--- src/rtl/light_pen_rx_if.sv ---
// Pen-pad / scanner / display-RAM signals of the light-pen receiver.
// LPEN_FRAME_VOTE_EN adds the frame_start input.
interface light_pen_if #(parameter int CNT_W = 16);
   logic             pen_in;
   logic [7:0]       scan_row;
   logic [7:0]       scan_col;
   logic             enable;
`ifdef LPEN_FRAME_VOTE_EN
   logic             frame_start;
`endif
   logic             hit;
   logic [2:0]       hit_row;
   logic [2:0]       hit_col;
   logic             pen_present;
   logic [CNT_W-1:0] err_cnt;

`ifdef LPEN_FRAME_VOTE_EN
   modport master (output pen_in, scan_row, scan_col, enable, frame_start,
                   input  hit, hit_row, hit_col, pen_present, err_cnt);
   modport slave  (input  pen_in, scan_row, scan_col, enable, frame_start,
                   output hit, hit_row, hit_col, pen_present, err_cnt);
`else
   modport master (output pen_in, scan_row, scan_col, enable,
                   input  hit, hit_row, hit_col, pen_present, err_cnt);
   modport slave  (input  pen_in, scan_row, scan_col, enable,
                   output hit, hit_row, hit_col, pen_present, err_cnt);
`endif
endinterface

--- src/rtl/light_pen_rx.sv ---
// Light-pen receiver: pen sync, glitch filter, scan-position correlation, hit strobe.
// LPEN_FRAME_VOTE_EN: a hit needs the same position confirmed in two consecutive frames.
module light_pen_rx #(
   parameter int SYNC_STAGES = 2,
   parameter int ALIGN_DLY   = 3,
   parameter int GLITCH_CYC  = 4,
   parameter int HOLDOFF_CYC = 1024,
   parameter int CNT_W       = 16
) (
   input  logic       clk,
   input  logic       rst,
   light_pen_if.slave lp
);
   typedef enum logic [2:0] {IDLE, CONFIRM, CHECK, HIT, HOLDOFF, WAIT_LOW} state_e;

   localparam logic [CNT_W-1:0] GLITCH_N  = CNT_W'(GLITCH_CYC);
   localparam logic [CNT_W-1:0] HOLD_LAST = CNT_W'(HOLDOFF_CYC - 1);

   state_e                      state_q, state_d;
   logic [SYNC_STAGES-1:0]      sync_q, sync_d;
   logic [ALIGN_DLY-1:0][15:0]  dly_q, dly_d;
   logic [15:0]                 cand_q, cand_d;
   logic [CNT_W-1:0]            cnt_q, cnt_d, err_q, err_d, cnt_inc;
   logic                        hit_q, hit_d;
   logic [2:0]                  hrow_q, hrow_d, hcol_q, hcol_d;
   logic                        pen_s, cand_ok, vote_ok;
   logic [15:0]                 pos;

   function automatic logic onehot8(input logic [7:0] v);
      return (v != 8'd0) && ((v & (v - 8'd1)) == 8'd0);
   endfunction

   function automatic logic [2:0] enc8(input logic [7:0] v);
      logic [2:0] r;
      r = 3'd0;
      for (int i = 0; i < 8; i++)
         if (v[i]) r = 3'(i);
      return r;
   endfunction

   assign pen_s   = sync_q[SYNC_STAGES-1];
   assign pos     = dly_q[ALIGN_DLY-1];
   assign cnt_inc = cnt_q + CNT_W'(1);
   assign cand_ok = onehot8(cand_q[15:8]) && onehot8(cand_q[7:0]);

`ifdef LPEN_FRAME_VOTE_EN
   logic [15:0] ref_q, ref_d;
   logic        ref_vld_q, ref_vld_d, seen_q, seen_d;
   assign vote_ok = ref_vld_q && (ref_q == cand_q);
`else
   assign vote_ok = 1'b1;
`endif

   always_comb begin
      sync_d   = {sync_q[SYNC_STAGES-2:0], lp.pen_in};
      dly_d[0] = {lp.scan_row, lp.scan_col};
      for (int i = 1; i < ALIGN_DLY; i++) dly_d[i] = dly_q[i-1];
      state_d = state_q;
      cnt_d   = cnt_q;
      cand_d  = cand_q;
      err_d   = err_q;
      hit_d   = 1'b0;
      hrow_d  = hrow_q;
      hcol_d  = hcol_q;
`ifdef LPEN_FRAME_VOTE_EN
      ref_d     = ref_q;
      ref_vld_d = ref_vld_q;
      seen_d    = seen_q;
      // A frame that closes with no confirmed candidate forgets the reference.
      if (lp.frame_start) begin
         seen_d = 1'b0;
         if (!seen_q) ref_vld_d = 1'b0;
      end
`endif
      if (!lp.enable) begin
         state_d = IDLE;
      end else begin
         case (state_q)
            IDLE: if (pen_s) begin
               // Position is taken at the first high sample, not at confirmation.
               cand_d  = pos;
               cnt_d   = CNT_W'(1);
               state_d = (GLITCH_CYC == 1) ? CHECK : CONFIRM;
            end
            CONFIRM: if (!pen_s) begin
               state_d = IDLE;
            end else begin
               cnt_d = cnt_inc;
               if (cnt_inc == GLITCH_N) state_d = CHECK;
            end
            CHECK: begin
               if (cand_ok && vote_ok) begin
                  state_d = HIT;
                  hit_d   = 1'b1;
                  hrow_d  = enc8(cand_q[15:8]);
                  hcol_d  = enc8(cand_q[7:0]);
               end else begin
                  if (!cand_ok) begin
                     if (err_q != '1) err_d = err_q + CNT_W'(1);
                  end
`ifdef LPEN_FRAME_VOTE_EN
                  else begin
                     ref_d     = cand_q;
                     ref_vld_d = 1'b1;
                  end
`endif
                  state_d = WAIT_LOW;
               end
`ifdef LPEN_FRAME_VOTE_EN
               if (cand_ok) seen_d = 1'b1;
`endif
            end
            HIT: begin
               state_d = HOLDOFF;
               cnt_d   = '0;
            end
            HOLDOFF: if (cnt_q == HOLD_LAST) state_d = WAIT_LOW;
                     else                    cnt_d   = cnt_inc;
            WAIT_LOW: if (!pen_s) state_d = IDLE;
            default: state_d = IDLE;
         endcase
      end
   end

   always_ff @(posedge clk or posedge rst) begin
      if (rst) begin
         state_q <= IDLE;
         sync_q  <= '0;
         dly_q   <= '0;
         cand_q  <= '0;
         cnt_q   <= '0;
         err_q   <= '0;
         hit_q   <= 1'b0;
         hrow_q  <= '0;
         hcol_q  <= '0;
`ifdef LPEN_FRAME_VOTE_EN
         ref_q     <= '0;
         ref_vld_q <= 1'b0;
         seen_q    <= 1'b0;
`endif
      end else begin
         state_q <= state_d;
         sync_q  <= sync_d;
         dly_q   <= dly_d;
         cand_q  <= cand_d;
         cnt_q   <= cnt_d;
         err_q   <= err_d;
         hit_q   <= hit_d;
         hrow_q  <= hrow_d;
         hcol_q  <= hcol_d;
`ifdef LPEN_FRAME_VOTE_EN
         ref_q     <= ref_d;
         ref_vld_q <= ref_vld_d;
         seen_q    <= seen_d;
`endif
      end
   end

   assign lp.hit         = hit_q;
   assign lp.hit_row     = hrow_q;
   assign lp.hit_col     = hcol_q;
   assign lp.pen_present = pen_s;
   assign lp.err_cnt     = err_q;
endmodule
--- src/flat_wrapper.sv ---
// flat-port wrapper written by rule: the top's interface ports become plain ports
module light_pen_rx_flat 
#(
   parameter int SYNC_STAGES = 2,
   parameter int ALIGN_DLY   = 3,
   parameter int GLITCH_CYC  = 4,
   parameter int HOLDOFF_CYC = 1024,
   parameter int CNT_W       = 16
)
  (clk, rst, lp_pen_in, lp_scan_row, lp_scan_col, lp_enable, lp_hit, lp_hit_row, lp_hit_col, lp_pen_present, lp_err_cnt);
  light_pen_if #(.CNT_W(CNT_W)) lp_i ();
  input  logic clk;
  input  logic rst;
  input wire logic [$bits(lp_i.pen_in)-1:0] lp_pen_in;
  input wire logic [$bits(lp_i.scan_row)-1:0] lp_scan_row;
  input wire logic [$bits(lp_i.scan_col)-1:0] lp_scan_col;
  input wire logic [$bits(lp_i.enable)-1:0] lp_enable;
  output wire logic [$bits(lp_i.hit)-1:0] lp_hit;
  output wire logic [$bits(lp_i.hit_row)-1:0] lp_hit_row;
  output wire logic [$bits(lp_i.hit_col)-1:0] lp_hit_col;
  output wire logic [$bits(lp_i.pen_present)-1:0] lp_pen_present;
  output wire logic [$bits(lp_i.err_cnt)-1:0] lp_err_cnt;
  assign lp_i.pen_in = lp_pen_in;
  assign lp_i.scan_row = lp_scan_row;
  assign lp_i.scan_col = lp_scan_col;
  assign lp_i.enable = lp_enable;
  assign lp_hit = lp_i.hit;
  assign lp_hit_row = lp_i.hit_row;
  assign lp_hit_col = lp_i.hit_col;
  assign lp_pen_present = lp_i.pen_present;
  assign lp_err_cnt = lp_i.err_cnt;
  light_pen_rx #(.SYNC_STAGES(SYNC_STAGES), .ALIGN_DLY(ALIGN_DLY), .GLITCH_CYC(GLITCH_CYC), .HOLDOFF_CYC(HOLDOFF_CYC), .CNT_W(CNT_W)) u_core (.clk(clk), .rst(rst), .lp(lp_i));
endmodule
--- config.mk ---
export PLATFORM = sky130hd
export DESIGN_NAME = light_pen_rx_flat
export DESIGN_NICKNAME = d
export VERILOG_FILES = /design/src/rtl/light_pen_rx_if.sv /design/src/rtl/light_pen_rx.sv /design/src/flat_wrapper.sv
export SDC_FILE = /design/constraint.sdc
export NUM_CORES = 1
export LEC_CHECK = 0
export BUFFER_PORTS_ARGS = -buffer_cell sky130_fd_sc_hd__buf_2
export CORE_ASPECT_RATIO = 1.75
export CORE_MARGIN = 2
export CORE_UTILIZATION = 25
export CTS_CLUSTER_DIAMETER = 150
export CTS_CLUSTER_SIZE = 24
export DETAILED_ROUTE_END_ITERATION = 8
export GPL_ROUTABILITY_DRIVEN = 0
export SETUP_SLACK_MARGIN = 0.5
export SLEW_MARGIN = 20
export SYNTH_ARGS = -nofsm -noshare
export SYNTH_HDL_FRONTEND = slang
export SYNTH_SLANG_ARGS = --single-unit
--- constraint.sdc ---
create_clock -name clk -period 9 [get_ports clk]
set_input_delay 2.7 -clock clk [delete_from_list [all_inputs] [get_ports clk]]
set_output_delay 2.7 -clock clk [all_outputs]
set_load 0.01 [all_outputs]
==> Word level (Yosys, flattened, before mapping) <==
Cells that the tools add are included.
{ "classes": {"n_mux": 29, "bitwise_logic": 3, "n_eq_ne": 15, "n_addsub": 4, "n_reduce_logical": 14} }
{ "op_table": {"columns": ["op", "n"], "rows": [
  ["case mux 16 bit (4 select lines)", 1],
  ["two-way mux 16 bit", 3],
  ["two-way mux 3 bit", 15],
  ["adder 16 x 1 -> 16 bit (second input constant)", 2],
  ["case mux 3 bit (6 select lines)", 1],
  ["AND 8 bit", 2],
  ["equality test 16 x 10 -> 1 bit (second input constant)", 1],
  ["equality test 16 x 3 -> 1 bit (second input constant)", 1],
  ["logical NOT 8 bit", 2],
  ["inequality test 16 bit (second input constant)", 1],
  ["nonzero test 8 bit", 2],
  ["subtractor 8 x 1 -> 8 bit (second input constant)", 2],
  ["two-way mux 2 bit", 4],
  ["AND reduction 4 bit", 2],
  ["equality test 3 x 2 -> 1 bit (second input constant)", 2],
  ["equality test 3 bit (second input constant)", 2],
  ["inequality test 3 x 2 -> 1 bit (second input constant)", 2],
  ["AND reduction 3 bit", 2],
  ["two-way mux 1 bit", 5],
  ["AND reduction 5 bit", 1],
  ["inequality test 2 x 1 -> 1 bit (second input constant)", 2],
  ["inequality test 4 bit (second input constant)", 1],
  ["nonzero test 4 bit", 1],
  ["equality test 3 x 1 -> 1 bit (second input constant)", 1],
  ["other kinds (5)", 7]
]} }
{ "totals": {"wordCells": 76, "regBits": 108, "out_inout_bits": 24, "in_bits": 20} }

==> Depth between registers and ports, before layout <==
{ "depth": {"ltp_word": 8, "depth_mapped": 10, "ltp_nobuf": 8} }

==> Least setup slack after synthesis <==
OpenSTA, ideal clock, no wires.
{ "synth_timing": {"kind": "in2reg", "from": "input port lp_enable", "to": "register u_core.cand_q[0]", "path_slack_ns": 4.697, "t_required_ns": 8.875, "t_arrival_ns": 4.178, "path_stages": 5, "n_path_buf": 2, "setup_ns": 0.125, "cell_sequence": "nor2b_1 nor4bb_1 clkbuf_1 buf_1 mux2_2"} }
{ "synth_between": {"elab_chain_cells": 1} }
{ "synth_lines": {"columns": ["element", "line", "source"], "rows": [
  ["start, declared", "flat_wrapper.sv:17", "input wire logic [$bits(lp_i.enable)-1:0] lp_enable;"],
  ["AND reduction 3 bit (no source line)", null, null],
  ["end signal, assigned", "light_pen_rx.sv:145", "cand_q <= cand_d;"],
  ["end, declared", "light_pen_rx.sv:22", "logic [15:0] cand_q, cand_d;"]
]} }
No other way between the ends.
A chain may end at the register's enable or synchronous reset.

==> Final worst setup path <==
{ "layout_timing": {"from": "input port lp_enable", "to": "register u_core.cnt_q[9]"} }
{ "layout_between": {"elab_chain_cells": 1} }
{ "layout_lines": {"columns": ["element", "line", "source"], "rows": [
  ["AND reduction 5 bit (no source line)", null, null],
  ["end signal, assigned", "light_pen_rx.sv:146", "cnt_q <= cnt_d;"],
  ["end, declared", "light_pen_rx.sv:23", "logic [CNT_W-1:0] cnt_q, cnt_d, err_q, err_d, cnt_inc;"]
]} }
No other way between the ends.

==> flow_metrics.env <==
export IMPL_status="finished, final reports clean"
export IMPL_die_h_um=182
export IMPL_holdCritPathClass="register to register"
export IMPL_worst_pin_slew_ns=0.761
export IMPL_hpwlAfterDp_mm=6.01
export IMPL_total_power_mw=1.01
export IMPL_vias_per_cell=4.56
export IMPL_drc=0
export IMPL_crit_path_max_fanout=23
export IMPL_peakVddDrop_v=0.0000843
export IMPL_p_sw_mw=0.265
export IMPL_yosys_top_cells_area="dfrtp_1 (60%), mux2_2 (4.0%), xor2_1 (3.7%)"
export IMPL_synth_edf_count=0
export IMPL_ctsHoldBuffers=0
export IMPL_first_pass_iters=6
export IMPL_avgSynthCellArea_um2=11.6
export IMPL_p_per_area_nw_per_um2=190
export IMPL_syn_cell_area_um2=4510
export IMPL_grt_max_degree=86
export IMPL_clkTransAtPathRegs_ns=0.08
export IMPL_leakage_nw=2.40
export IMPL_skew_ns=0.00986
export IMPL_crit_arrival_ns=4.23
export IMPL_ys_warnings_count=0
export IMPL_dieWidth_um=106
export IMPL_grt_pass1_wl_mm=14.6
export IMPL_yosysTopAreaCell="dfrtp_1"
export IMPL_slew_violations=0
export IMPL_maxCapViolCount=0
export IMPL_clock_path_buffers=2
export IMPL_drive_above_1_share_pct=21.6
export IMPL_crit_required_ns=9.25
export IMPL_vias=3049
export IMPL_critPathKind="input port to register"
export IMPL_synth_top_area_share_pct=59.9
export IMPL_initial_core_util_pct=25.2
export IMPL_post_route_period_util_pct=44.3
export IMPL_max_freq_ghz=0.251
export IMPL_syn_num_nets=411
export IMPL_num_antenna_cells=0
export IMPL_clockRootBuffer="clkbuf_16"
export IMPL_setup_tns_ns=0
export IMPL_overflow=0
export IMPL_dieArea_um2=19200
export IMPL_cts_repair_resized=0
export IMPL_wl_per_cell_um=12.8
export IMPL_fill_cells=1829
export IMPL_yosysSeqAreaShare_pct=59.9
export IMPL_clockPowerShare_pct=39.1
export IMPL_io_pins=44
export IMPL_numCtsBuffers=9
export IMPL_syn_inst=388
export IMPL_wl_mm=8.59
export IMPL_power_frac_seq_pct=53.3
export IMPL_min_period_ns=3.99
export IMPL_p_int_mw=0.748
export IMPL_finalHoldViolCount=0
export IMPL_postSynth_asyncResetShare_pct=100
export IMPL_ys_types=54
export IMPL_area_growth_pct=17.9
export IMPL_cts_tree="yes"
export IMPL_antenna_found_initial=0
export IMPL_drt_iter0_drc=200
export IMPL_start_kind="input port"
export IMPL_endpoint_kind="register"
export IMPL_row_count=65
export IMPL_yosys_most_used_dff="dfrtp_1"
export IMPL_setup_viol=0
export IMPL_hold_slack_ns=0.350
export IMPL_power_frac_comb_pct=7.6
export IMPL_post_cts_buffers=0
export IMPL_clk_latency_ns=0.35
export IMPL_grt_pass1_vias=3033
export IMPL_port_buffer_count=43
export IMPL_relSlewSlack_pct=49.3
export IMPL_layout_nets=453
export IMPL_core_area_um2=17900
export IMPL_numClockSinks=108
export IMPL_htree_levels=3
export IMPL_ys_seq_elements=108
export IMPL_ant_nets=0
export IMPL_grtUsageTotal_pct=9.45
export IMPL_swShare_pct=26.2
export IMPL_rsz0062_at_grt="false"
## state kept, by name, summed over array words and instances (netlist names)
| name | cells |
|---|---|
| u_core.sync_q | 2 |
| u_core.lp.hit_col | 3 |
| u_core.pos | 16 |
| u_core.lp.err_cnt | 16 |
| u_core.lp.hit | 1 |
| u_core.lp.hit_row | 3 |
| u_core.cand_q | 16 |
| u_core.dly_d | 32 |
| u_core.state_q | 3 |
| u_core.cnt_q | 16 |
## layout make-up
type | count | area, um^2 | share of cell area [%]
clock buffer | 9 | 225 | 4.23
clock inverter | 7 | 88.8 | 1.67
inverter | 9 | 36.3 | 0.682
multi-input combinational | 254 | 1710 | 32.2
sequential | 108 | 2700 | 50.8
tap | 234 | 293 | 5.50
timing repair buffer | 48 | 260 | 4.89
## cell families (layout without fill, tap and decap cells)
logic type / after synthesis / in the layout / synth area share (%)
AO/OA/AOI/OAI: 72 / 72 / 10.3
multiplexers: 19 / 19 / 4.77
buffers and inverters: 26 / 73 / 2.47
AND/OR/NAND/NOR: 136 / 136 / 17.1
adder cells (fa/ha/maj): 4 / 4 / 1.05
flip-flops: 108 / 108 / 59.9
XOR/XNOR: 23 / 23 / 4.46
## metal layers
layer,up-vias,share of wire (%),track usage (%)
li1,1479,-,-
met1,1506,41,10.4
met2,56,54,17.0
met3,8,3.4,2.40
met4,0,1.5,4.11
met5,-,0,0
## critical path, cell delays in order
cell	delay [ns]
buf_2	0.12
nor2b_1	0.32
nand3_1	0.15
nor2_1	0.16
a31oi_1	0.06
buf_4	0.23
inv_1	0.14
nand2_1	0.11
o31ai_1	0.26
## cell usage in the layout, fill, tap and decap left out, drive strengths merged, types with 8 or more instances in the layout
cell and count:
nor4 10, buf 48, nand3 16, nor2 30, nor3 15, o21ai 27, inv 12, o31ai 12
nand2 21, clkbuf 9, mux2 17, nand4 8, a21oi 10, dfrtp 108, xor2 19, a31oi 8
## power by group through the flow
stage	combinational, mW	sequential [mW]	clock [mW]
floorplan	0.0604	0.542	0
global placement	0.0744	0.548	0
detailed placement	0.0776	0.550	0
CTS	0.0780	0.540	0.417
global route	0.0867	0.546	0.434
finish	0.0767	0.540	0.396
## synth_stat cells, types with 2 or more instances
| cell | n |
|---|---|
| dfrtp_1 | 108 |
| mux2_2 | 16 |
| nor4_1 | 7 |
| nor2_1 | 29 |
| and3b_1 | 2 |
| inv_1 | 8 |
| mux2i_1 | 2 |
| nand2_1 | 21 |
| and3_1 | 6 |
| buf_1 | 2 |
| nand4_1 | 8 |
| nand3b_1 | 2 |
| o21bai_1 | 2 |
| nor4_4 | 2 |
| nor3b_1 | 4 |
| nand3_1 | 16 |
| o21ai_0 | 27 |
| o31ai_1 | 12 |
| nor3_1 | 14 |
| ha_1 | 3 |
| xnor2_1 | 4 |
| a21oi_1 | 9 |
| nand2b_1 | 6 |
| buf_2 | 2 |
| a211oi_1 | 3 |
| nor2b_1 | 7 |
| a31oi_1 | 8 |
| clkbuf_1 | 11 |
| nor4b_1 | 4 |
| xor2_1 | 19 |
## stage by stage
| step | utilization [%] | cell area (um^2) | setup WS (ns) | instances |
|---|---|---|---|---|
| 3_3_place_gp | 27.9 | 4990 | 4.46 | 652 |
| 6_report | 29.7 | 5320 | 5.01 | 669 |
| 5_1_grt | 29.7 | 5320 | 4.90 | 669 |
| 4_1_cts | 29.6 | 5300 | 4.77 | 668 |
| 3_5_place_dp | 27.9 | 4990 | 4.37 | 652 |
| 2_1_floorplan | - | 4510 | 3.45 | 388 |
## final timing paths
path | start | to | slack, ns | depth (start not counted)
max | lp_enable | u_core.cnt_q[9]$_DFFE_PP0P_ | 5.01 | 9
min | u_core.dly_d[44]$_DFF_PP0_ | u_core.pos[12]$_DFF_PP0_ | 0.35 | 0
max reg2reg | u_core.cand_q[11]$_DFFE_PP0P_ | u_core.lp.err_cnt[14]$_DFFE_PP0P_ | 6.27 | 6
min reg2reg | u_core.dly_d[44]$_DFF_PP0_ | u_core.pos[12]$_DFF_PP0_ | 0.35 | 0
max in group asynchronous | rst | u_core.lp.err_cnt[9]$_DFFE_PP0P_ | 5.67 | 3
min in group asynchronous | rst | u_core.cand_q[14]$_DFFE_PP0P_ | 2.30 | 2
Power figures use the tool's default switching activity.
